$ cat config.mk
export PLATFORM = sky130hd
export DESIGN_NAME = pipe_hazard_ctrl_flat
export DESIGN_NICKNAME = d
export VERILOG_FILES = /design/src/rtl/pipe_hazard_ctrl_pkg.sv /design/src/rtl/pipe_hazard_ctrl_if.sv /design/src/rtl/pipe_hazard_ctrl_hazard_detect.sv /design/src/rtl/pipe_hazard_ctrl.sv /design/src/flat_wrapper.sv
export SDC_FILE = /design/constraint.sdc
export NUM_CORES = 1
export LEC_CHECK = 0
export ABC_AREA = 1
export BUFFER_PORTS_ARGS = -buffer_cell sky130_fd_sc_hd__clkbuf_2
export CAP_MARGIN = 0
export CORE_MARGIN = 2
export CORE_UTILIZATION = 55
export DETAILED_ROUTE_END_ITERATION = 8
export PLACE_DENSITY = 0.8
export SLEW_MARGIN = 20
export SYNTH_ARGS = -nofsm -noshare
export SYNTH_HDL_FRONTEND = slang
export SYNTH_SLANG_ARGS = --single-unit
$ cat constraint.sdc
create_clock -name clk -period 2.06 [get_ports clk]
set_input_delay 0 -clock clk [delete_from_list [all_inputs] [get_ports clk]]
set_output_delay 0 -clock clk [all_outputs]
set_load 0.02 [all_outputs]
$ cat src/rtl/pipe_hazard_ctrl_pkg.sv
// rtl/pipe_hazard_ctrl_pkg.sv - shared encodings for the pipeline stall/flush sequencer
package pipe_hazard_ctrl_pkg;

  localparam int REG_W = 5;

  // Canonical nop (addi x0,x0,0) loaded by the D-X / X-M regs when a bubble is requested
  localparam logic [31:0] NOP_INSN = 32'h0000_0013;

  localparam logic [1:0] ST_RUN      = 2'd0;
  localparam logic [1:0] ST_MEM_WAIT = 2'd1;
  localparam logic [1:0] ST_MC_WAIT  = 2'd2;

  typedef enum logic [2:0] {
    CAUSE_NONE,
    CAUSE_MEM,
    CAUSE_MC,
    CAUSE_REDIRECT,
    CAUSE_LOAD_USE
  } cause_t;

  typedef struct packed {
    logic stall_f;
    logic stall_x;
    logic stall_m;
    logic bubble_x;
    logic bubble_m;
    logic pc_sel;
  } ctrl_t;

  localparam ctrl_t CTRL_IDLE = '0;

  function automatic logic src_match(input logic used, input logic [REG_W-1:0] rs,
                                     input logic [REG_W-1:0] rd);
    return used && (rs == rd);
  endfunction

endpackage

$ cat src/rtl/pipe_hazard_ctrl_if.sv
// rtl/pipe_hazard_ctrl_if.sv - core-side control bundle between pipeline and hazard sequencer
interface pipe_hazard_ctrl_if
  import pipe_hazard_ctrl_pkg::*;
#(
  parameter int CNT_W = 32
);

  logic               branch_taken_x;
  logic               load_x;
  logic [REG_W-1:0]   rd_x;
  logic [REG_W-1:0]   rs1_d;
  logic [REG_W-1:0]   rs2_d;
  logic               rs1_used_d;
  logic               rs2_used_d;
  logic               mc_start_x;
  logic               mc_done;
  logic               mem_req_m;
  logic               mem_ready_m;

  logic               stall_f;
  logic               stall_x;
  logic               stall_m;
  logic               bubble_x;
  logic               bubble_m;
  logic               pc_sel;
  logic               kill_next;
  logic               mc_go;
  logic               mem_err;
  logic [1:0]         state;
  logic [CNT_W-1:0]   stall_cnt;

  modport master (
    output branch_taken_x, load_x, rd_x, rs1_d, rs2_d, rs1_used_d, rs2_used_d,
    output mc_start_x, mc_done, mem_req_m, mem_ready_m,
    input  stall_f, stall_x, stall_m, bubble_x, bubble_m, pc_sel,
    input  kill_next, mc_go, mem_err, state, stall_cnt
  );

  modport slave (
    input  branch_taken_x, load_x, rd_x, rs1_d, rs2_d, rs1_used_d, rs2_used_d,
    input  mc_start_x, mc_done, mem_req_m, mem_ready_m,
    output stall_f, stall_x, stall_m, bubble_x, bubble_m, pc_sel,
    output kill_next, mc_go, mem_err, state, stall_cnt
  );

endinterface

$ cat src/rtl/pipe_hazard_ctrl_hazard_detect.sv
// rtl/pipe_hazard_ctrl_hazard_detect.sv - combinational load-use comparator between X and D
module pipe_hazard_ctrl_hazard_detect
  import pipe_hazard_ctrl_pkg::*;
#(
  parameter bit ENABLE = 1'b1
) (
  input  logic             i_load_x,
  input  logic [REG_W-1:0] i_rd_x,
  input  logic [REG_W-1:0] i_rs1_d,
  input  logic [REG_W-1:0] i_rs2_d,
  input  logic             i_rs1_used_d,
  input  logic             i_rs2_used_d,
  output logic             o_hazard
);

  logic w_src_hit;

  assign w_src_hit = src_match(i_rs1_used_d, i_rs1_d, i_rd_x) ||
                     src_match(i_rs2_used_d, i_rs2_d, i_rd_x);

  // x0 is hardwired zero, so a load targeting it can never create a dependency
  assign o_hazard = ENABLE && i_load_x && (i_rd_x != '0) && w_src_hit;

endmodule

$ cat src/rtl/pipe_hazard_ctrl.sv
// rtl/pipe_hazard_ctrl.sv - stall/flush sequencer for the 3-stage F/D, X, M/WB core
module pipe_hazard_ctrl
  import pipe_hazard_ctrl_pkg::*;
#(
  parameter int LOAD_USE_STALL = 1,
  parameter int MEM_TIMEOUT    = 255,
  parameter int CNT_W          = 32
) (
  input  logic               clk,
  input  logic               rst_n,
  pipe_hazard_ctrl_if.slave  bus
);

  localparam int               TO_W     = $clog2(MEM_TIMEOUT + 1);
  localparam logic [TO_W-1:0]  TO_LIMIT = TO_W'(MEM_TIMEOUT);

  logic [1:0]       r_state;
  logic [TO_W-1:0]  r_to_cnt;
  logic             r_kill_next;
  logic             r_mc_go;
  logic             r_mem_err;
  logic [CNT_W-1:0] r_stall_cnt;

  logic [1:0]       w_next_state;
  logic             w_mem_block;
  logic             w_load_use;
  logic             w_timeout;
  cause_t           w_cause;
  ctrl_t            w_ctrl;

  pipe_hazard_ctrl_hazard_detect #(
    .ENABLE (LOAD_USE_STALL != 0)
  ) u_hazard_detect (
    .i_load_x     (bus.load_x),
    .i_rd_x       (bus.rd_x),
    .i_rs1_d      (bus.rs1_d),
    .i_rs2_d      (bus.rs2_d),
    .i_rs1_used_d (bus.rs1_used_d),
    .i_rs2_used_d (bus.rs2_used_d),
    .o_hazard     (w_load_use)
  );

  assign w_mem_block = bus.mem_req_m && !bus.mem_ready_m;
  assign w_timeout   = (r_state == ST_MEM_WAIT) && !bus.mem_ready_m && (r_to_cnt == TO_LIMIT);

  always_comb begin
    w_cause = CAUSE_NONE;
    if (r_state == ST_RUN) begin
      if (w_mem_block)             w_cause = CAUSE_MEM;
      else if (bus.mc_start_x)     w_cause = CAUSE_MC;
      else if (bus.branch_taken_x) w_cause = CAUSE_REDIRECT;
      else if (w_load_use)         w_cause = CAUSE_LOAD_USE;
    end
  end

  always_comb begin
    w_ctrl       = CTRL_IDLE;
    w_next_state = r_state;
    case (r_state)
      ST_RUN: begin
        case (w_cause)
          CAUSE_MEM: begin
            w_ctrl.stall_f = 1'b1;
            w_ctrl.stall_x = 1'b1;
            w_ctrl.stall_m = 1'b1;
            w_next_state   = ST_MEM_WAIT;
          end
          CAUSE_MC: begin
            w_ctrl.stall_f  = 1'b1;
            w_ctrl.stall_x  = 1'b1;
            w_ctrl.bubble_m = 1'b1;
            w_next_state    = ST_MC_WAIT;
          end
          CAUSE_REDIRECT: begin
            w_ctrl.pc_sel   = 1'b1;
            w_ctrl.bubble_x = 1'b1;
          end
          CAUSE_LOAD_USE: begin
            w_ctrl.stall_f  = 1'b1;
            w_ctrl.bubble_x = 1'b1;
          end
          default: ;
        endcase
      end
      ST_MEM_WAIT: begin
        // A timed-out access is released like a completed one; mem_err records it
        if (bus.mem_ready_m || w_timeout) begin
          w_next_state = ST_RUN;
        end else begin
          w_ctrl.stall_f = 1'b1;
          w_ctrl.stall_x = 1'b1;
          w_ctrl.stall_m = 1'b1;
        end
      end
      ST_MC_WAIT: begin
        if (bus.mc_done) begin
          w_next_state = ST_RUN;
        end else begin
          w_ctrl.stall_f  = 1'b1;
          w_ctrl.stall_x  = 1'b1;
          w_ctrl.bubble_m = 1'b1;
        end
      end
      default: w_next_state = ST_RUN;
    endcase
  end

  always_ff @(posedge clk or negedge rst_n) begin
    if (!rst_n) begin
      r_state     <= ST_RUN;
      r_to_cnt    <= '0;
      r_kill_next <= 1'b0;
      r_mc_go     <= 1'b0;
      r_mem_err   <= 1'b0;
      r_stall_cnt <= '0;
    end else begin
      r_state     <= w_next_state;
      r_kill_next <= (w_cause == CAUSE_REDIRECT);
      r_mc_go     <= (w_cause == CAUSE_MC);
      if (w_cause == CAUSE_MEM) begin
        r_to_cnt <= TO_W'(1);
      end else if ((r_state == ST_MEM_WAIT) && w_ctrl.stall_m) begin
        r_to_cnt <= r_to_cnt + TO_W'(1);
      end else begin
        r_to_cnt <= '0;
      end
      if (w_timeout) begin
        r_mem_err <= 1'b1;
      end
      if (w_ctrl.stall_f && (r_stall_cnt != '1)) begin
        r_stall_cnt <= r_stall_cnt + CNT_W'(1);
      end
    end
  end

  // Combinational controls are forced low while reset is held so the core sees a clean idle
  assign bus.stall_f   = rst_n && w_ctrl.stall_f;
  assign bus.stall_x   = rst_n && w_ctrl.stall_x;
  assign bus.stall_m   = rst_n && w_ctrl.stall_m;
  assign bus.bubble_x  = rst_n && w_ctrl.bubble_x;
  assign bus.bubble_m  = rst_n && w_ctrl.bubble_m;
  assign bus.pc_sel    = rst_n && w_ctrl.pc_sel;
  assign bus.kill_next = r_kill_next;
  assign bus.mc_go     = r_mc_go;
  assign bus.mem_err   = r_mem_err;
  assign bus.state     = r_state;
  assign bus.stall_cnt = r_stall_cnt;

endmodule

$ cat src/flat_wrapper.sv
// flat-port wrapper written by rule: the top's interface ports become plain ports
module pipe_hazard_ctrl_flat import pipe_hazard_ctrl_pkg::*;
#(
  parameter int LOAD_USE_STALL = 1,
  parameter int MEM_TIMEOUT    = 255,
  parameter int CNT_W          = 32
)
  (clk, rst_n, bus_branch_taken_x, bus_load_x, bus_rd_x, bus_rs1_d, bus_rs2_d, bus_rs1_used_d, bus_rs2_used_d, bus_mc_start_x, bus_mc_done, bus_mem_req_m, bus_mem_ready_m, bus_stall_f, bus_stall_x, bus_stall_m, bus_bubble_x, bus_bubble_m, bus_pc_sel, bus_kill_next, bus_mc_go, bus_mem_err, bus_state, bus_stall_cnt);
  pipe_hazard_ctrl_if #(.CNT_W(CNT_W)) bus_i ();
  input  logic clk;
  input  logic rst_n;
  input wire logic [$bits(bus_i.branch_taken_x)-1:0] bus_branch_taken_x;
  input wire logic [$bits(bus_i.load_x)-1:0] bus_load_x;
  input wire logic [$bits(bus_i.rd_x)-1:0] bus_rd_x;
  input wire logic [$bits(bus_i.rs1_d)-1:0] bus_rs1_d;
  input wire logic [$bits(bus_i.rs2_d)-1:0] bus_rs2_d;
  input wire logic [$bits(bus_i.rs1_used_d)-1:0] bus_rs1_used_d;
  input wire logic [$bits(bus_i.rs2_used_d)-1:0] bus_rs2_used_d;
  input wire logic [$bits(bus_i.mc_start_x)-1:0] bus_mc_start_x;
  input wire logic [$bits(bus_i.mc_done)-1:0] bus_mc_done;
  input wire logic [$bits(bus_i.mem_req_m)-1:0] bus_mem_req_m;
  input wire logic [$bits(bus_i.mem_ready_m)-1:0] bus_mem_ready_m;
  output wire logic [$bits(bus_i.stall_f)-1:0] bus_stall_f;
  output wire logic [$bits(bus_i.stall_x)-1:0] bus_stall_x;
  output wire logic [$bits(bus_i.stall_m)-1:0] bus_stall_m;
  output wire logic [$bits(bus_i.bubble_x)-1:0] bus_bubble_x;
  output wire logic [$bits(bus_i.bubble_m)-1:0] bus_bubble_m;
  output wire logic [$bits(bus_i.pc_sel)-1:0] bus_pc_sel;
  output wire logic [$bits(bus_i.kill_next)-1:0] bus_kill_next;
  output wire logic [$bits(bus_i.mc_go)-1:0] bus_mc_go;
  output wire logic [$bits(bus_i.mem_err)-1:0] bus_mem_err;
  output wire logic [$bits(bus_i.state)-1:0] bus_state;
  output wire logic [$bits(bus_i.stall_cnt)-1:0] bus_stall_cnt;
  assign bus_i.branch_taken_x = bus_branch_taken_x;
  assign bus_i.load_x = bus_load_x;
  assign bus_i.rd_x = bus_rd_x;
  assign bus_i.rs1_d = bus_rs1_d;
  assign bus_i.rs2_d = bus_rs2_d;
  assign bus_i.rs1_used_d = bus_rs1_used_d;
  assign bus_i.rs2_used_d = bus_rs2_used_d;
  assign bus_i.mc_start_x = bus_mc_start_x;
  assign bus_i.mc_done = bus_mc_done;
  assign bus_i.mem_req_m = bus_mem_req_m;
  assign bus_i.mem_ready_m = bus_mem_ready_m;
  assign bus_stall_f = bus_i.stall_f;
  assign bus_stall_x = bus_i.stall_x;
  assign bus_stall_m = bus_i.stall_m;
  assign bus_bubble_x = bus_i.bubble_x;
  assign bus_bubble_m = bus_i.bubble_m;
  assign bus_pc_sel = bus_i.pc_sel;
  assign bus_kill_next = bus_i.kill_next;
  assign bus_mc_go = bus_i.mc_go;
  assign bus_mem_err = bus_i.mem_err;
  assign bus_state = bus_i.state;
  assign bus_stall_cnt = bus_i.stall_cnt;
  pipe_hazard_ctrl #(.LOAD_USE_STALL(LOAD_USE_STALL), .MEM_TIMEOUT(MEM_TIMEOUT), .CNT_W(CNT_W)) u_core (.clk(clk), .rst_n(rst_n), .bus(bus_i));
endmodule
==> Word level (Yosys, flattened, before mapping) <==
Index checks and enable logic that the tools add are counted.
W data, S select, Z words.
{ "word_totals": {"register_bits": 45, "input_bits": 25, "output_inout_bits": 43, "elab_cells": 70} }
{ "classes": {"n_addsub": 2, "n_eq_ne": 13, "muxes": 25, "n_reduce_logical": 24} }
{ "ops": {"columns": ["operator", "n"], "rows": [
  ["$add A32 B1 Y32 const B", 1],
  ["$ne A32 B32 Y1 const B", 1],
  ["$mux W3", 6],
  ["$mux W8", 2],
  ["$logic_and A1 B1 Y1", 15],
  ["$pmux W2 S3", 2],
  ["$eq A5 B5 Y1", 2],
  ["$mux W1", 9],
  ["$add A8 B1 Y8 const B", 1],
  ["$eq A8 B8 Y1 const B", 1],
  ["$eq A3 B2 Y1 const B", 2],
  ["$mux W2", 3],
  ["$reduce_bool A5 Y1", 1],
  ["$ne A2 B2 Y1 const B", 2],
  ["$pmux W1 S2", 2],
  ["$pmux W2 S2", 1],
  ["$reduce_or A2 Y1", 2],
  ["$eq A3 B1 Y1 const B", 1],
  ["$eq A3 B3 Y1 const B", 1],
  ["$ne A3 B3 Y1 const B", 1],
  ["$reduce_and A3 Y1", 1],
  ["$reduce_or A3 Y1", 1],
  ["$eq A2 B1 Y1 const B", 1],
  ["$eq A2 B2 Y1 const B", 1],
  ["other kinds (3)", 4]
]} }

==> Logic depth before layout (Yosys ltp) <==
{ "logic_depth": {"ltp_word": 15, "mapped_depth": 12} }

==> Hierarchy <==
A second synthesis with hierarchy kept.
{ "unflattened": {"cells_unflattened": 512, "hier_area_um2": 3199.3} }
{ "by_module_without_submodules": {"columns": ["mod", "n_inst", "cells_each", "area_each_um2", "seq_area_each_um2"], "rows": [
  ["pipe_hazard_ctrl", 1, 457, 2982.9, 1126.1],
  ["pipe_hazard_ctrl_hazard_detect", 1, 55, 216.5, 0.0]
]} }

==> Worst setup path after synthesis <==
OpenSTA, ideal clock, no wires.
{ "synth_path": {"kind": "register to register", "startpoint": "register u_core.r_stall_cnt[0] (netlist: u_core.bus.stall_cnt[0])", "endpoint": "register u_core.r_stall_cnt[0] (netlist: u_core.bus.stall_cnt[0])", "arrival_time_ps": 1682, "slack_ps": 260, "stages_incl_launch_ff": 10, "path_buffers": 1, "period_less_slack_ps": 1800, "path_cell_list": "dfrtp_1 -> ha_1 -> nand3_2 -> inv_2 -> nand2_2 -> nor2_4 -> nand4_4 -> buf_2 -> nand3_1 -> nand2_1"} }
{ "synth_between": {"elab_chain_len": 2, "word_cells_on_any_way": 3, "cone_classes": "add/sub: 1; eq/ne: 1; reduce/logical: 1"} }
{ "synth_lines": {"columns": ["element", "line", "source"], "rows": [
  ["start: declaration", "pipe_hazard_ctrl.sv:22", "logic [CNT_W-1:0] r_stall_cnt;"],
  ["start signal: assignment", "pipe_hazard_ctrl.sv:131", "r_stall_cnt <= r_stall_cnt + CNT_W'(1);"],
  ["parallel branches: the longest is 2 deep, another holds $add A32 B1 Y32", null, null]
]} }
Parallel ways; which one is timed is not known.
A chain may end at the register's enable or synchronous reset.

==> Worst setup path in the final report <==
{ "layout_path": {"startpoint": "register u_core.r_state[1] (netlist: u_core.bus.state[1])", "endpoint": "register u_core.r_stall_cnt[8] (netlist: u_core.bus.stall_cnt[8])"} }
{ "layout_between": {"elab_chain_len": 7, "word_cells_on_any_way": 15, "cone_classes": "eq/ne: 5; mux: 4; reduce/logical: 6"} }
{ "layout_lines": {"columns": ["element", "line", "source"], "rows": [
  ["start: declaration", "pipe_hazard_ctrl.sv:17", "logic [1:0] r_state;"],
  ["start signal: assignment", "pipe_hazard_ctrl.sv:117", "r_state <= w_next_state;"],
  ["$logic_not A2 Y1 / $eq A2 B1 Y1 (equally long branches)", "pipe_hazard_ctrl.sv:48, pipe_hazard_ctrl.sv:59, pipe_hazard_ctrl.sv:44", null],
  ["$mux W3 / $logic_and A1 B1 Y1 (equally long branches)", "pipe_hazard_ctrl.sv:48, pipe_hazard_ctrl.sv:44", null],
  ["$eq A3 B3 Y1 (tied with other cells)", "pipe_hazard_ctrl.sv:61", "case (w_cause)"],
  ["$reduce_or A3 Y1 (no source line) / $logic_or A1 B1 Y1 (equally long branches)", null, null],
  ["$mux W1 / $mux W3 (equally long branches)", "pipe_hazard_ctrl.sv:61, pipe_hazard_ctrl.sv:87", null],
  ["$pmux W2 S3 (*)", "pipe_hazard_ctrl.sv:59", "case (r_state)"],
  ["$logic_and A1 B1 Y1 (*)", "pipe_hazard_ctrl.sv:130", "if (w_ctrl.stall_f && (r_stall_cnt != '1)) begin"]
]} }
Mark *: on every way between the ends. The rest lies on a longest branch, timed or not.

==> results.md <==
- The number of placed instances, taps included, is 601.
- Synthesis inferred 45 register bits.
- The area taken by multi-input logic gates is 0.00175 mm2.
- The initial cell density of the core is 56.6%.
- Counting the fill cells in the layout gives 497.
- The via count of the first global-routing pass is 2996.
- In the layout the commonest cells are sky130_fd_sc_hd__nand2_1 (200), sky130_fd_sc_hd__clkbuf_2 (67), sky130_fd_sc_hd__nor2_1 (65), sky130_fd_sc_hd__dfrtp_1 (45), sky130_fd_sc_hd__nand3_1 (41).
- The slowest cell on the critical path is sky130_fd_sc_hd__dfrtp_1.
- After clock tree synthesis, the clock-pin slew on the worst setup and hold paths is 0.09 ns.
- The number of antenna diodes is 0.
- The detail-routed via count per cell is 5.17.
- The critical path class is flop to flop.
- In this run, the number of DRC markers left after iteration 0 of detailed routing was 231.
- The worst hold-check path type is input port to async pin.
- The total overflow reported by the global router is 0.
- Clock tree synthesis inserted a total of 5 buffers.
- The count of cell types in the netlist is 27.
- The maximum number of pins on one net before global-route repair is 44.
- The buffer cell driving the clock tree root is sky130_fd_sc_hd__clkbuf_8.
- The insertion delay of the later-clocked pin in the worst-skew pair is 0.30 ns.
- The area of the die is 0.00621 mm2.
- In this run the horizontal extent of the chip is 78.8 um.
- The cell area power density is 685 mW/mm2.
- The routed length per placed instance is 12.4 um.
- Excluding fillers, the count of instances in the completed layout stands at 612.
- The number of standard-cell rows in the floorplan is 27.
- The number of antenna violations at the first check in global routing came to 0.
- The number of buffer cells added on primary ports is 67.
- The share of post-route cells with drive strength above 1 is 18.9%.
- The slew at the pin closest to its max-slew limit is 0.553 ns.
- The nature of the critical path endpoint is a flop.
- On the final layout, the worst clock skew is 0.00796 ns.
- A synthesized cell averages 6.62 um2.
- The count of antenna-violating nets left after detailed routing is 0.
- The final-layout setup total negative slack is 0 ns.
- Counting along the longest clock path gives a buffer depth of 2.
- Of all nets on the critical path, the largest fanout is 18.
- The count of synthesis-stage warnings from yosys is 0.
- The first TritonRoute pass finished after 4 iterations.
- The final estimated routing congestion in global placement is 0.959.
- The layout net count is 566.
- The tool flagged a number of max-cap violations equal to 0.
- The cell seen most often among critical-path stages is sky130_fd_sc_hd__nand2_1.
- In this run the number of H-tree levels came out at 2.
- For the worst setup path, the data arrival time is 2.06 ns.
- The cell area after synthesis is 0.00308 mm2.
- The register cell area after layout is 0.00113 mm2.
- The worst setup path is launched from a flop.
- The core box area is 0.00544 mm2.
- The net count after synthesis is 492.
- The final number of hold-violating endpoints is 0.
- The biggest cell delay along the critical path is 0.40 ns.
- For this run, the top clock speed supported by timing is 0.548 GHz.
- STA puts the critical path data required time at 2.30 ns.
- The first global-routing pass estimated 13.3 mm of wire.
- The critical path goes through inv_1 -> nand2_1 -> nor2_1 -> nand3_1 -> nor2_1 -> nand2_1 -> nand2_4 -> buf_4 -> nand3_1 -> nand2_1.
- Relative to the synthesized area, the layout overhead comes to 18.6%.
- The overall global routing resource usage is 26.8%.
- The number of clock sinks seen by CTS is 45.
- In the routed design, unresolved DRC markers number 0.
- The number of setup violations in the final report is 0.
- Leaving out fill and tap cells, the most frequent cell in the layout is sky130_fd_sc_hd__nand2_1.
- The I/O pin count is 68.
- Dividing the final minimum period by the clock period gives 88.5%.
- The post-layout minimum cycle time is 1.82 ns.
- The die is 78.8 um tall.
- The flow ran to the end, and the final reports show no timing, DRC or antenna violations.
- The number of cells produced by synthesis is 465.
- After legalization and detailed placement, the total HPWL measured 5.71 mm.
- The TritonCTS clock tree is done.
- Setup repair after global routing left no endpoint under its margin.
- The standby leakage power is 1.95 nW.
- The power consumption is 0.00250 W.
- For this run, the register share of the synthesized area comes to 36.6%.
- The wire length reported by the detailed router is 7.58 mm.
- The worst pin sits at a relative slew slack of 63.2%.
- Summing over every cut layer, the via total after detailed routing is 3165.
- The maximum vdd ir drop is 0.393 mV.
- The final max-slew violation count is 0.
-- cell usage after synthesis --
cell                       number  share of area (%)
sky130_fd_sc_hd__and3_1         2               0.41
sky130_fd_sc_hd__nor3b_1        3               0.73
sky130_fd_sc_hd__buf_6          1               0.37
sky130_fd_sc_hd__nand2_2        2               0.41
sky130_fd_sc_hd__nand4_4        1               0.69
sky130_fd_sc_hd__nand3_1       41                6.7
sky130_fd_sc_hd__ha_1           2               0.81
sky130_fd_sc_hd__inv_2          3               0.37
sky130_fd_sc_hd__nor3_2         1               0.33
sky130_fd_sc_hd__nand4_1        3               0.61
sky130_fd_sc_hd__dfrtp_1       45                 37
sky130_fd_sc_hd__nor2_2         7                1.4
sky130_fd_sc_hd__nand2_4        3                1.1
sky130_fd_sc_hd__xnor2_1        6                1.7
sky130_fd_sc_hd__o21ai_0        2               0.33
sky130_fd_sc_hd__buf_8          2               0.98
sky130_fd_sc_hd__xor2_1        11                3.1
sky130_fd_sc_hd__inv_1         33                4.0
sky130_fd_sc_hd__nand3_2        1               0.33
sky130_fd_sc_hd__nor3_1         3               0.49
sky130_fd_sc_hd__buf_2          6               0.98
sky130_fd_sc_hd__a21oi_1        5               0.81
sky130_fd_sc_hd__nand2_1      200                 24
sky130_fd_sc_hd__nor2_4         2               0.73
sky130_fd_sc_hd__nand3b_1      14                3.4
sky130_fd_sc_hd__nor2_1        65                7.9
sky130_fd_sc_hd__a31o_2         1               0.28
-- metrics by stage --
stage | area [um2] | setup slack, ns | utilization, % | hold slack (ns)
3_5_place_dp | 3480 | 0.188 | 63.9 | -0.189
2_1_floorplan | 3080 | 0.260 | - | -0.296
5_1_grt | 3650 | 0.0552 | 67.1 | 0.0203
6_report | 3650 | 0.236 | 67.1 | 0.0377
3_3_place_gp | 3480 | 0.266 | 63.9 | -0.187
4_1_cts | 3640 | 0.167 | 66.9 | 0.0253
-- repair_timing --
| item | 4_1_cts | 5_1_grt |
|---|---|---|
| endpoints found under the setup margin | 0 | 1 |
| hold buffers | 3 | 0 |
| endpoints found under the hold margin | 47 | 0 |
| setup buffers | 0 | 0 |
| gates resized for setup | 0 | 1 |
-- registers in the layout, summed over array words and instances (netlist names) --
name                  flops
u_core.bus.kill_next      1
u_core.bus.stall_cnt     32
u_core.bus.mc_go          1
u_core.bus.mem_err        1
u_core.r_to_cnt           8
u_core.bus.state          2
-- cell families (layout without fill, tap and decap cells) --
group / after synthesis / in the layout / share of synthesized area (%)
AO/OA/AOI/OAI: 8 / 8 / 1.42
adder cells (fa/ha/maj): 2 / 2 / 0.813
XOR/XNOR: 17 / 17 / 4.84
buffers and inverters: 45 / 120 / 6.71
flip-flops: 45 / 45 / 36.6
AND/OR/NAND/NOR: 348 / 348 / 49.6
-- routing by layer --
layer	GRT usage [%]	vias up	part of all wire [%]
met1	35.1	1468	44
met3	4.66	11	5.4
met5	0	-	0
met4	8.97	0	1.9
met2	45.2	84	49
li1	-	1602	-
-- final cells by class --
type / count / share of cell area (%)
repair buffers: 76 / 11.2
clock buffers: 5 / 1.89
flip-flops and latches: 45 / 30.9
well taps: 72 / 2.47
inverters: 36 / 3.70
multi-input cells: 375 / 48.1
clock inverters: 3 / 1.78
-- report_power, final --
| group | switching (W) | internal, W |
|---|---|---|
| Sequential | 0.0000924 | 0.000948 |
| Clock | 0.000309 | 0.000482 |
| Combinational | 0.000452 | 0.000215 |
-- worst max-delay path: cells and delay by family (launching register included) --
family | cells | cell delay [ns]
buf+inv | 2 | 0.35
flops | 1 | 0.40
simple gates | 8 | 1.00
-- worst paths after layout --
kind	slack, ns	endpoint	cells after the start	from
worst max-delay path	0.24	u_core.bus.stall_cnt[8]	10	u_core.bus.state[1]
worst min-delay path	0.04	u_core.bus.mc_go	2	rst_n
worst max register to register	0.24	u_core.bus.stall_cnt[8]	10	u_core.bus.state[1]
worst min register to register	0.47	u_core.bus.mem_err	1	u_core.bus.mem_err
max in group asynchronous	1.27	u_core.bus.stall_cnt[10]	3	rst_n
min in group clk	0.05	u_core.bus.state[1]	4	bus_mc_done
No activity file was read; power rests on OpenSTA's default activity.
